[config.mk]
export PLATFORM = sky130hd
export DESIGN_NAME = cl_ocl_regfile
export DESIGN_NICKNAME = d
export VERILOG_FILES = /design/src/rtl/cl_ocl_regfile.sv
export SDC_FILE = /design/constraint.sdc
export NUM_CORES = 1
export LEC_CHECK = 0
export ABC_AREA = 1
export BUFFER_PORTS_ARGS = -buffer_cell sky130_fd_sc_hd__buf_2
export CAP_MARGIN = 20
export CORE_AREA = 3 3 195 197
export CTS_BUF_LIST = sky130_fd_sc_hd__clkbuf_8
export CTS_CLUSTER_DIAMETER = 50
export CTS_CLUSTER_SIZE = 14
export DETAILED_ROUTE_END_ITERATION = 12
export DIE_AREA = 0 0 198 200
export PLACE_DENSITY = 0.76
export SLEW_MARGIN = 20
export SYNTH_ARGS = -nofsm -noshare
export SYNTH_HDL_FRONTEND = slang
export SYNTH_SLANG_ARGS = --single-unit
[constraint.sdc]
create_clock -name clk_main_a0 -period 4.1 [get_ports clk_main_a0]
set_input_delay 0.205 -clock clk_main_a0 [delete_from_list [all_inputs] [get_ports clk_main_a0]]
set_output_delay 0.205 -clock clk_main_a0 [all_outputs]
set_load 0.1 [all_outputs]
[src/rtl/cl_ocl_regfile.sv]
`default_nettype none
// ============================================================================
// Module   : cl_ocl_regfile
// Brief    : AXI-Lite register-file slave for the OCL BAR0 path. Exposes
//            NUM_RW byte-strobed control registers followed by NUM_RO
//            read-only status registers. AW and W are accepted independently
//            and in either order.
// Ports    : clk_main_a0 / rst_main (sync, active-high)
//            s_aw* / s_w* / s_b*    AXI-L write address, data, response
//            s_ar* / s_r*           AXI-L read address, data
//            rw_regs   flattened RW contents, reg i at [32i+31:32i]
//            wr_pulse  one-cycle strobe the cycle after reg i commits
//            ro_regs   flattened RO status inputs, sampled at AR acceptance
// Options  : CL_OCL_REGFILE_BSWAP_EN - when defined, reads with
//            addr[ADDR_W-1]=1 return RW register (remaining index bits)
//            byte-swapped; writes there are DECERR. When undefined the
//            whole upper window is DECERR.
// Revision : 1.0 - initial release
// ============================================================================
module cl_ocl_regfile #(
    parameter int          NUM_RW     = 8,
    parameter int          NUM_RO     = 4,
    parameter int          ADDR_W     = 16,
    parameter logic [31:0] RW_RST_VAL = 32'h0000_0000,
    parameter logic [31:0] UNIMPL_VAL = 32'hDEAD_BEEF
) (
    input  logic                    clk_main_a0,
    input  logic                    rst_main,
    input  logic                    s_awvalid,
    input  logic [ADDR_W-1:0]       s_awaddr,
    output logic                    s_awready,
    input  logic                    s_wvalid,
    input  logic [31:0]             s_wdata,
    input  logic [3:0]              s_wstrb,
    output logic                    s_wready,
    output logic                    s_bvalid,
    output logic [1:0]              s_bresp,
    input  logic                    s_bready,
    input  logic                    s_arvalid,
    input  logic [ADDR_W-1:0]       s_araddr,
    output logic                    s_arready,
    output logic                    s_rvalid,
    output logic [31:0]             s_rdata,
    output logic [1:0]              s_rresp,
    input  logic                    s_rready,
    output logic [NUM_RW*32-1:0]    rw_regs,
    output logic [NUM_RW-1:0]       wr_pulse,
    // Sized to at least one word so NUM_RO=0 still yields a legal port.
    input  logic [((NUM_RO > 0) ? NUM_RO : 1)*32-1:0] ro_regs
);

    localparam logic [1:0]  c_okay   = 2'b00;
    localparam logic [1:0]  c_slverr = 2'b10;
    localparam logic [1:0]  c_decerr = 2'b11;
    localparam logic [31:0] c_rw_lim = NUM_RW;
    localparam logic [31:0] c_ro_lim = NUM_RW + NUM_RO;

    // resp==OKAY && !is_rw means an RO hit; idx is the absolute word index.
    typedef struct packed {
        logic [1:0]  resp;
        logic        is_rw;
        logic        bswap;
        logic [31:0] idx;
    } dec_t;

    function automatic dec_t f_decode(input logic [ADDR_W-1:0] addr);
        dec_t        d;
        logic [31:0] idx;
        d   = '0;
        idx = '0;
        idx[ADDR_W-3:0] = addr[ADDR_W-1:2];
        if (addr[1:0] != 2'b00) begin
            d.resp = c_slverr;
        end else if (addr[ADDR_W-1]) begin
`ifdef CL_OCL_REGFILE_BSWAP_EN
            idx[ADDR_W-3] = 1'b0;
            if (idx < c_rw_lim) begin
                d.resp  = c_okay;
                d.is_rw = 1'b1;
                d.bswap = 1'b1;
                d.idx   = idx;
            end else begin
                d.resp = c_decerr;
            end
`else
            d.resp = c_decerr;
`endif
        end else if (idx < c_rw_lim) begin
            d.resp  = c_okay;
            d.is_rw = 1'b1;
            d.idx   = idx;
        end else if (idx < c_ro_lim) begin
            d.resp = c_okay;
            d.idx  = idx;
        end else begin
            d.resp = c_decerr;
        end
        return d;
    endfunction

    // ---------------------------------------------------------------- write
    logic              r_aw_held;
    logic [ADDR_W-1:0] r_aw_addr;
    logic              r_w_held;
    logic [31:0]       r_w_data;
    logic [3:0]        r_w_strb;
    logic              r_bvalid;
    logic [1:0]        r_bresp;

    dec_t       w_wr_dec;
    logic       w_commit;
    logic       w_wr_hit;
    logic [1:0] w_wr_resp;
    logic       w_awready;
    logic       w_wready;

    assign w_wr_dec  = f_decode(r_aw_addr);
    assign w_commit  = r_aw_held && r_w_held;
    // The byte-swap alias is a read-only view.
    assign w_wr_hit  = w_wr_dec.is_rw && !w_wr_dec.bswap;
    assign w_wr_resp = w_wr_dec.bswap ? c_decerr :
                       (w_wr_dec.resp == c_okay && !w_wr_dec.is_rw) ? c_slverr :
                       w_wr_dec.resp;
    assign w_awready = !r_aw_held && !r_bvalid;
    assign w_wready  = !r_w_held && !r_bvalid;

    always_ff @(posedge clk_main_a0) begin
        if (rst_main) begin
            r_aw_held <= 1'b0;
            r_aw_addr <= '0;
            r_w_held  <= 1'b0;
            r_w_data  <= '0;
            r_w_strb  <= '0;
            r_bvalid  <= 1'b0;
            r_bresp   <= '0;
        end else if (w_commit) begin
            // Both readies are low while both are held, so no new beat
            // can collide with the commit.
            r_aw_held <= 1'b0;
            r_aw_addr <= '0;
            r_w_held  <= 1'b0;
            r_w_data  <= '0;
            r_w_strb  <= '0;
            r_bvalid  <= 1'b1;
            r_bresp   <= w_wr_resp;
        end else begin
            if (r_bvalid && s_bready) begin
                r_bvalid <= 1'b0;
                r_bresp  <= '0;
            end
            if (s_awvalid && w_awready) begin
                r_aw_held <= 1'b1;
                r_aw_addr <= s_awaddr;
            end
            if (s_wvalid && w_wready) begin
                r_w_held <= 1'b1;
                r_w_data <= s_wdata;
                r_w_strb <= s_wstrb;
            end
        end
    end

    for (genvar gi = 0; gi < NUM_RW; gi++) begin : g_rw
        logic [31:0] r_val;
        logic        r_pulse;
        always_ff @(posedge clk_main_a0) begin
            if (rst_main) begin
                r_val   <= RW_RST_VAL;
                r_pulse <= 1'b0;
            end else begin
                r_pulse <= 1'b0;
                if (w_commit && w_wr_hit && (w_wr_dec.idx == 32'(gi))) begin
                    r_pulse <= 1'b1;
                    for (int b = 0; b < 4; b++) begin
                        if (r_w_strb[b]) begin
                            r_val[8*b +: 8] <= r_w_data[8*b +: 8];
                        end
                    end
                end
            end
        end
        assign rw_regs[gi*32 +: 32] = r_val;
        assign wr_pulse[gi]         = r_pulse;
    end

    // ----------------------------------------------------------------- read
    logic        r_rvalid;
    logic [31:0] r_rdata;
    logic [1:0]  r_rresp;
    dec_t        w_rd_dec;
    logic [31:0] w_rd_data;
    logic [31:0] w_rd_word;
    logic        w_arready;

    assign w_rd_dec  = f_decode(s_araddr);
    assign w_arready = !r_rvalid;

    // rw_regs holds pre-commit values, so a read accepted on a commit edge
    // naturally returns the old contents.
    always_comb begin
        w_rd_word = '0;
        for (int i = 0; i < NUM_RW; i++) begin
            if (w_rd_dec.is_rw && w_rd_dec.idx == 32'(i)) begin
                w_rd_word = rw_regs[i*32 +: 32];
            end
        end
        for (int i = 0; i < NUM_RO; i++) begin
            if (!w_rd_dec.is_rw && w_rd_dec.idx == c_rw_lim + 32'(i)) begin
                w_rd_word = ro_regs[i*32 +: 32];
            end
        end
    end

    always_comb begin
        w_rd_data = '0;
        case (w_rd_dec.resp)
            c_okay: begin
                if (w_rd_dec.bswap) begin
                    w_rd_data = {w_rd_word[7:0], w_rd_word[15:8],
                                 w_rd_word[23:16], w_rd_word[31:24]};
                end else begin
                    w_rd_data = w_rd_word;
                end
            end
            c_decerr: w_rd_data = UNIMPL_VAL;
            default:  w_rd_data = '0;
        endcase
    end

    always_ff @(posedge clk_main_a0) begin
        if (rst_main) begin
            r_rvalid <= 1'b0;
            r_rdata  <= '0;
            r_rresp  <= '0;
        end else if (s_arvalid && w_arready) begin
            r_rvalid <= 1'b1;
            r_rdata  <= w_rd_data;
            r_rresp  <= w_rd_dec.resp;
        end else if (r_rvalid && s_rready) begin
            r_rvalid <= 1'b0;
            r_rdata  <= '0;
            r_rresp  <= '0;
        end
    end

    assign s_awready = w_awready;
    assign s_wready  = w_wready;
    assign s_bvalid  = r_bvalid;
    assign s_bresp   = r_bresp;
    assign s_arready = w_arready;
    assign s_rvalid  = r_rvalid;
    assign s_rdata   = r_rdata;
    assign s_rresp   = r_rresp;

endmodule
`default_nettype wire

==> run metrics, run 1 <==
Worst Setup Path Type=in -> reg; synth cell count leaders=nor2_1 (398), dfxtp_1 (356), inv_1 (335), nand2_1 (281), a211oi_1 (194); Final Setup Violations=0; Worst Path Required=approximately 4500 ps; Slew @ Worst Pin=approximately 1000 ps; Tot Pwr=around 7000 uW; vias=between 15k and 20k; GRT Total Usage=0.325; Hold Fails Final Rpt=0; run status=completed; Post-Syn Instances=2275; switching share of total power=0.283; die outline width=between 150 and 200 um; Final HPWL DP=roughly 50000 um; Yosys top cell area share=0.429; clk buf depth=3; cells taking the most area after synthesis=dfxtp_1 (43%), nor2_1 (9.0%), a211oi_1 (8.8%); Internal Pwr Total=roughly 5000 uW; Leakage=0.00941 uW; Worst VDD drop=283 uV; htree depth=2; Reg power frac=0.520; setup TNS=0 ps; Initial Util=0.455; Synth warnings=0; # Max-Cap Violations=0; WP buf/inv=4; Initial DRC Count=1370; vias in the first global route=16.9k; RSZ-0062 raised after global routing=no; non-filler cells, final=around 3.3k; ys async rst share=0; Synthesized Nets=~2.5k; Worst-path clk slew=around 90 ps; Worst Clk Skew=around 33 ps; Slew HR=0.309; synth-to-layout area growth=24.7%; crit path DAT=between 3000 and 4000 ps; Avg Cell Area, Syn=7.29 um^2; Sw Pwr=~2000 uW; CP Launch Type=input port; clock share of power=0.391; Die Height=about 200 um; CP cell instances=buf_2, nor2_2, nand2_2, nor2_8, o2111ai_4, nand2_4, inv_2, nand2_1, o211ai_1, nor2_1, nand3_1, nor3_1, nand4_1, dlygate4sd3_1, nand3_1, dlygate4sd3_1, a21oi_1; # clock sinks=356; Core Region=0.0364 mm^2; Post-CTS Setup Inserts=0; HP Class=in -> reg; layout cells sized above 1=0.247; synthesized flop and latch total=~360; Nets=2960; Antenna Cells=0; Final period util=0.792; Primary FF master, synth=dfxtp_1; CP max FO=23; Syn Std Cell Area=0.0166 mm^2; die area=around 0.040 mm^2; DRC viols=0; GP Congestion=approximately 0.95; largest net degree at the start of global routing=between 100 and 150; drt total wl=~68000 um; Max Freq=~310 MHz; TritonCTS buffer count=39; wire length per cell=around 21 um; Post-synth EDFFs=0; dpl cells=a little over 3k; area of placed instances=about 0.019 mm^2; CTS tree=yes; initial antenna violation count=0; I/O pin count=508; Cell variety after synth=35; Root Buffer=clkbuf_8; area leader, netlist=dfxtp_1; Seq/Total Area, Yosys=0.429; min Tclk post-route=approximately 3200 ps; max-slew violation count=0; Final ANT Viol Nets=0; worst-skew pair later-pin latency=620 ps; slowest CP cell=dlygate4sd3_1; Site Rows=70; CP Capture Type=register; DR vias/cell=between 5 and 6; Crit path max-delay family=simple AND/OR/NAND/NOR gates; final std cell area, no fill=0.0207 mm^2; Remaining Overflow, GRT=0; TritonRoute pass-1 iters=6; port bufs=roughly 510; CP peak stage delay=roughly 580 ps; most common cell in the netlist=nor2_1; post_cts resized=0; PD cells=roughly 340 mW/mm^2; logic gate share of total power=0.088; first-pass GRT wire length=between 90000 and 100000 um
final cells by class:
class,instances,area [um^2]
repair buffers,612,3560
clock buffers,47,647
multi-input cells,1402,7230
well taps,468,586
fillers,3426,15700
inverters,346,1300
flip-flops and latches,356,7130
clock inverters,20,240
worst paths after layout:
path / startpoint / end / slack [ps] / cells past startpoint
setup / recovery: s_araddr[15] / s_rdata[12]$_SDFFE_PP0P_ / 850 / 17
setup reg to reg: r_aw_addr[8]$_SDFFE_PP0P_ / g_rw[0].r_val[23]$_SDFFE_PP0P_ / 1390 / 10
hold reg to reg: s_rdata[27]$_SDFFE_PP0P_ / s_rdata[27]$_SDFFE_PP0P_ / 470 / 2
hold / removal: ro_regs[114] / s_rdata[18]$_SDFFE_PP0P_ / 40 / 5
cell families (layout without fill, tap and decap cells):
logic type / Yosys count / after routing / share of synthesized area
buffers and inverters: 517 / 1025 / 0.136
and+or+nand+nor: 901 / 901 / 0.235
AOI/OAI and AO/OA: 501 / 501 / 0.199
DFF: 356 / 356 / 0.429
cells in the final DEF, fill, tap and decap left out, types with 87 or more instances in the layout:
master and n:
nand2_1 280, nor2_1 395, buf_2 506, a21oi_1 138
dfxtp_1 356, dlygate4sd3_1 90, nand3_1 87, o21ai_0 115
inv_1 339, a211oi_1 194
repair_timing:
item,CTS,global route
setup endpoints to repair,0,0
endpoints found under the hold margin,77,0
hold buffers,90,0
tightest hold or removal path, delay by kind of cell:
| kind | cells | cell delay, ps |
|---|---|---|
| AND/OR/NAND/NOR | 1 | 70 |
| buffers and inverters | 2 | 140 |
| AO/OA/AOI/OAI | 2 | 190 |
per-stage QoR:
step	utilization	setup slack, ps	hold slack, ps
after global routing	0.568	635	50.3
after global placement	0.519	1100	451
after CTS	0.568	944	0.316
after detailed placement	0.519	1110	458
after floorplan	-	948	348
final	0.568	852	42.8
per-layer routing:
layer / share of wire / track usage
met3: 0.077 / 0.0665
met2: 0.50 / 0.580
met1: 0.39 / 0.391
met4: 0.038 / 0.112
met5: 0 / 0
power groups by stage:
stage          clock, uW  sequential (uW)  combinational [uW]
2_1_floorplan          0             3720                 336
6_report            2760             3670                 624
4_1_cts             2790             3670                 613
3_5_place_dp           0             3750                 553
3_3_place_gp           0             3750                 546
5_1_grt             2910             3680                 667
state kept, by name, summed over array words and instances (netlist names), 2 cells and up:
| signal | count |
|---|---|
| g_rw.r_pulse | 8 |
| r_w_data | 32 |
| r_w_strb | 4 |
| s_bresp | 2 |
| s_rdata | 32 |
| g_rw.r_val | 256 |
| r_aw_addr | 16 |
| s_rresp | 2 |
(Power assumes the default switching activity.)
==> run 2: changes to the inputs <==
--- a/config.mk
+++ b/config.mk
@@ -5,7 +5,7 @@
 export SDC_FILE = /design/constraint.sdc
 export NUM_CORES = 1
 export LEC_CHECK = 0
-export ABC_AREA = 1
+export ABC_AREA = 0
 export BUFFER_PORTS_ARGS = -buffer_cell sky130_fd_sc_hd__buf_2
 export CAP_MARGIN = 20
 export CORE_AREA = 3 3 195 197
@@ -14,7 +14,7 @@
 export CTS_CLUSTER_SIZE = 14
 export DETAILED_ROUTE_END_ITERATION = 12
 export DIE_AREA = 0 0 198 200
-export PLACE_DENSITY = 0.76
+export PLACE_DENSITY = 0.78
 export SLEW_MARGIN = 20
 export SYNTH_ARGS = -nofsm -noshare
 export SYNTH_HDL_FRONTEND = slang
==> constraint.sdc (replaced) <==
create_clock -name clk_main_a0 -period 2.8 [get_ports clk_main_a0]
set_input_delay 0.14 -clock clk_main_a0 [delete_from_list [all_inputs] [get_ports clk_main_a0]]
set_output_delay 0.14 -clock clk_main_a0 [all_outputs]
set_load 0.1 [all_outputs]
==> run 2 against run 1 <==
Effect of this change:
- flip-flop and latch count unchanged
- critical endpoint is now g_rw[6].r_val[16]$_SDFFE_PP0P_
- design area increased by 2.2%
- sequential share of layout area is 0.75 points lower
- combinational power up 51%
- die area did not move
- clock power rose by 40%
- total power is 43% higher
==> run metrics, run 2 <==
Max Freq=approximately 380 MHz; Synth warnings=0; Final Setup Violations=0; Post-CTS Setup Inserts=0; I/O pin count=between 500 and 600; CTS tree=yes; Primary FF master, synth=dfxtp_1; Cell variety after synth=55; drt total wl=approximately 70000 um; Worst Clk Skew=approximately 22 ps; Post-Syn Instances=about 2.2k; Initial Util=0.449; DRC viols=0; Hold Fails Final Rpt=0; CP peak stage delay=about 620 ps; max-slew violation count=0; Leakage=approximately 0.0086 uW; PD cells=about 480 mW/mm^2; CP Capture Type=register; crit path DAT=between 3000 and 4000 ps; first-pass GRT wire length=102000 um; Final HPWL DP=just over 50000 um; vias=~19k; Yosys top cell area share=0.435; CP max FO=8; setup TNS=0 ps; HP Class=in -> reg; port bufs=~510; # Max-Cap Violations=0; Remaining Overflow, GRT=0; commonest non-fill, non-tap cells in the layout=nand2_1 (687), buf_2 (505), a21oi_1 (449); die area=around 0.040 mm^2; Root Buffer=clkbuf_8; largest reg by FF count=g_rw.r_val; run status=completed; synth-to-layout area growth=29.1%; htree depth=2; Core Region=roughly 0.036 mm^2; DR vias/cell=~5.9; R2R Setup Slk=~170 ps; die outline width=between 150 and 200 um; TritonCTS buffer count=40; PnR worst setup slack=between 150 and 200 ps; Worst Setup Path Type=reg -> reg; Slew HR=0.430; most common cell in the netlist=nand2_1; # clock sinks=roughly 360; slowest CP cell=or4_1; Die Height=roughly 200 um; Initial DRC Count=2116; initial antenna violation count=1; GP Congestion=around 0.97; worst-skew pair later-pin latency=590 ps; TritonRoute pass-1 iters=8; area leader, netlist=dfxtp_1; most common cell after layout, fill and taps aside=nand2_1; Crit path max-delay family=simple AND/OR/NAND/NOR gates; synthesized flop and latch total=356; Synthesized Nets=approximately 2.4k; largest net degree at the start of global routing=~150; RSZ-0062 raised after global routing=yes; layout cells sized above 1=0.251; WP buf/inv=1; CP Launch Type=register; Post-synth EDFFs=0; Slew @ Worst Pin=846 ps; ys async rst share=0; CP cell instances=or4_1, nor3b_2, buf_4, nand4_1, nor2_2, nand2_1, a21oi_1; Worst Path Required=approximately 3300 ps; cells taking the most area after synthesis=dfxtp_1 (44%), nand2_1 (16%), a21oi_1 (14%); GRT Total Usage=0.330; Syn Std Cell Area=0.0164 mm^2; Worst-path clk slew=80 ps; Nets=just under 3k; max reg flops=around 260; wire length per cell=approximately 22 um; Final period util=0.938; vias in the first global route=17.4k; Final ANT Viol Nets=0; Post-Place Worst Slack=around 90 ps; min Tclk post-route=2630 ps; Avg Cell Area, Syn=7.55 um^2; Worst VDD drop=420 uV; Site Rows=70; clk buf depth=3; synth cell count leaders=nand2_1 (687), a21oi_1 (450), dfxtp_1 (356), clkbuf_1 (130), nor2_1 (81); Seq/Total Area, Yosys=0.435
==> run 2: cell types whose count changed after synthesis, moves of 74 or more <==
cell and change:
nor2_1 -317, nand3_1 -74, a211oi_1 -178, a21oi_1 +311
inv_1 -302, nand2_1 +406
==> run 2: power breakdown <==
group / switching [uW] / total [uW] / internal [uW]
Sequential: 170 / 5290 / 5120
Combinational: 580 / 942 / 363
Clock: 2050 / 3860 / 1810
==> run 2: tightest hold or removal path, delay by kind of cell <==
family | cells | cell delay, ps
compound gates | 3 | 320
buf+inv | 1 | 100
==> run 2: stage by stage <==
| step | power [uW] | area [um^2] | cells | hold WS [ps] | util |
|---|---|---|---|---|---|
| final | 10100 | 21200 | 3179 | 18.2 | 0.580 |
| after global routing | 10400 | 21200 | 3179 | 31.3 | 0.580 |
| after detailed placement | 6220 | 19100 | 2993 | 387 | 0.524 |
| after CTS | 10100 | 21100 | 3177 | 2.13 | 0.580 |
| after floorplan | 5850 | 16400 | 2169 | 276 | - |
| after global placement | 6200 | 19100 | 2993 | 382 | 0.524 |
==> run 2: worst paths after layout <==
path,start,endpoint,depth (start not counted)
worst max register to register,r_aw_addr[15]$_SDFFE_PP0P_,g_rw[6].r_val[16]$_SDFFE_PP0P_,7
worst min register to register,r_aw_addr[8]$_SDFFE_PP0P_,r_aw_addr[8]$_SDFFE_PP0P_,2
worst min-delay path,ro_regs[122],s_rdata[26]$_SDFFE_PP0P_,4
worst max-delay path,r_aw_addr[15]$_SDFFE_PP0P_,g_rw[6].r_val[16]$_SDFFE_PP0P_,7
==> run 2: area by class of cell <==
class / instances / area (um^2)
diodes: 1 / 2.50
multi-input cells: 1589 / 8360
well taps: 468 / 586
clock inverters: 25 / 268
repair buffers: 663 / 4080
fillers: 3308 / 15300
flip-flops and latches: 356 / 7130
clock buffers: 44 / 606
inverters: 33 / 124
==> run 2: repair_timing <==
action                                  CTS  global route
hold endpoints to repair                135             0
hold buffers                            115             0
endpoints found under the setup margin    0            15
resized for setup                         0             4
==> run 2: kinds of logic (layout without fill, tap and decap cells) <==
group,count (synthesis),count (layout),share of synthesized area
and+or+nand+nor,889,889,0.226
buffers and inverters,224,765,0.0574
AOI/OAI and AO/OA,654,654,0.231
other,0,1,0
DFF,356,356,0.435
muxes,46,46,0.0506
==> run 2: layer usage <==
layer | vias up | GRT usage | part of all wire
met5 | - | 0 | 0
met4 | 0 | 0.152 | 0.053
met3 | 234 | 0.0839 | 0.12
met2 | 1303 | 0.517 | 0.44
met1 | 8665 | 0.432 | 0.39
li1 | 8430 | - | -
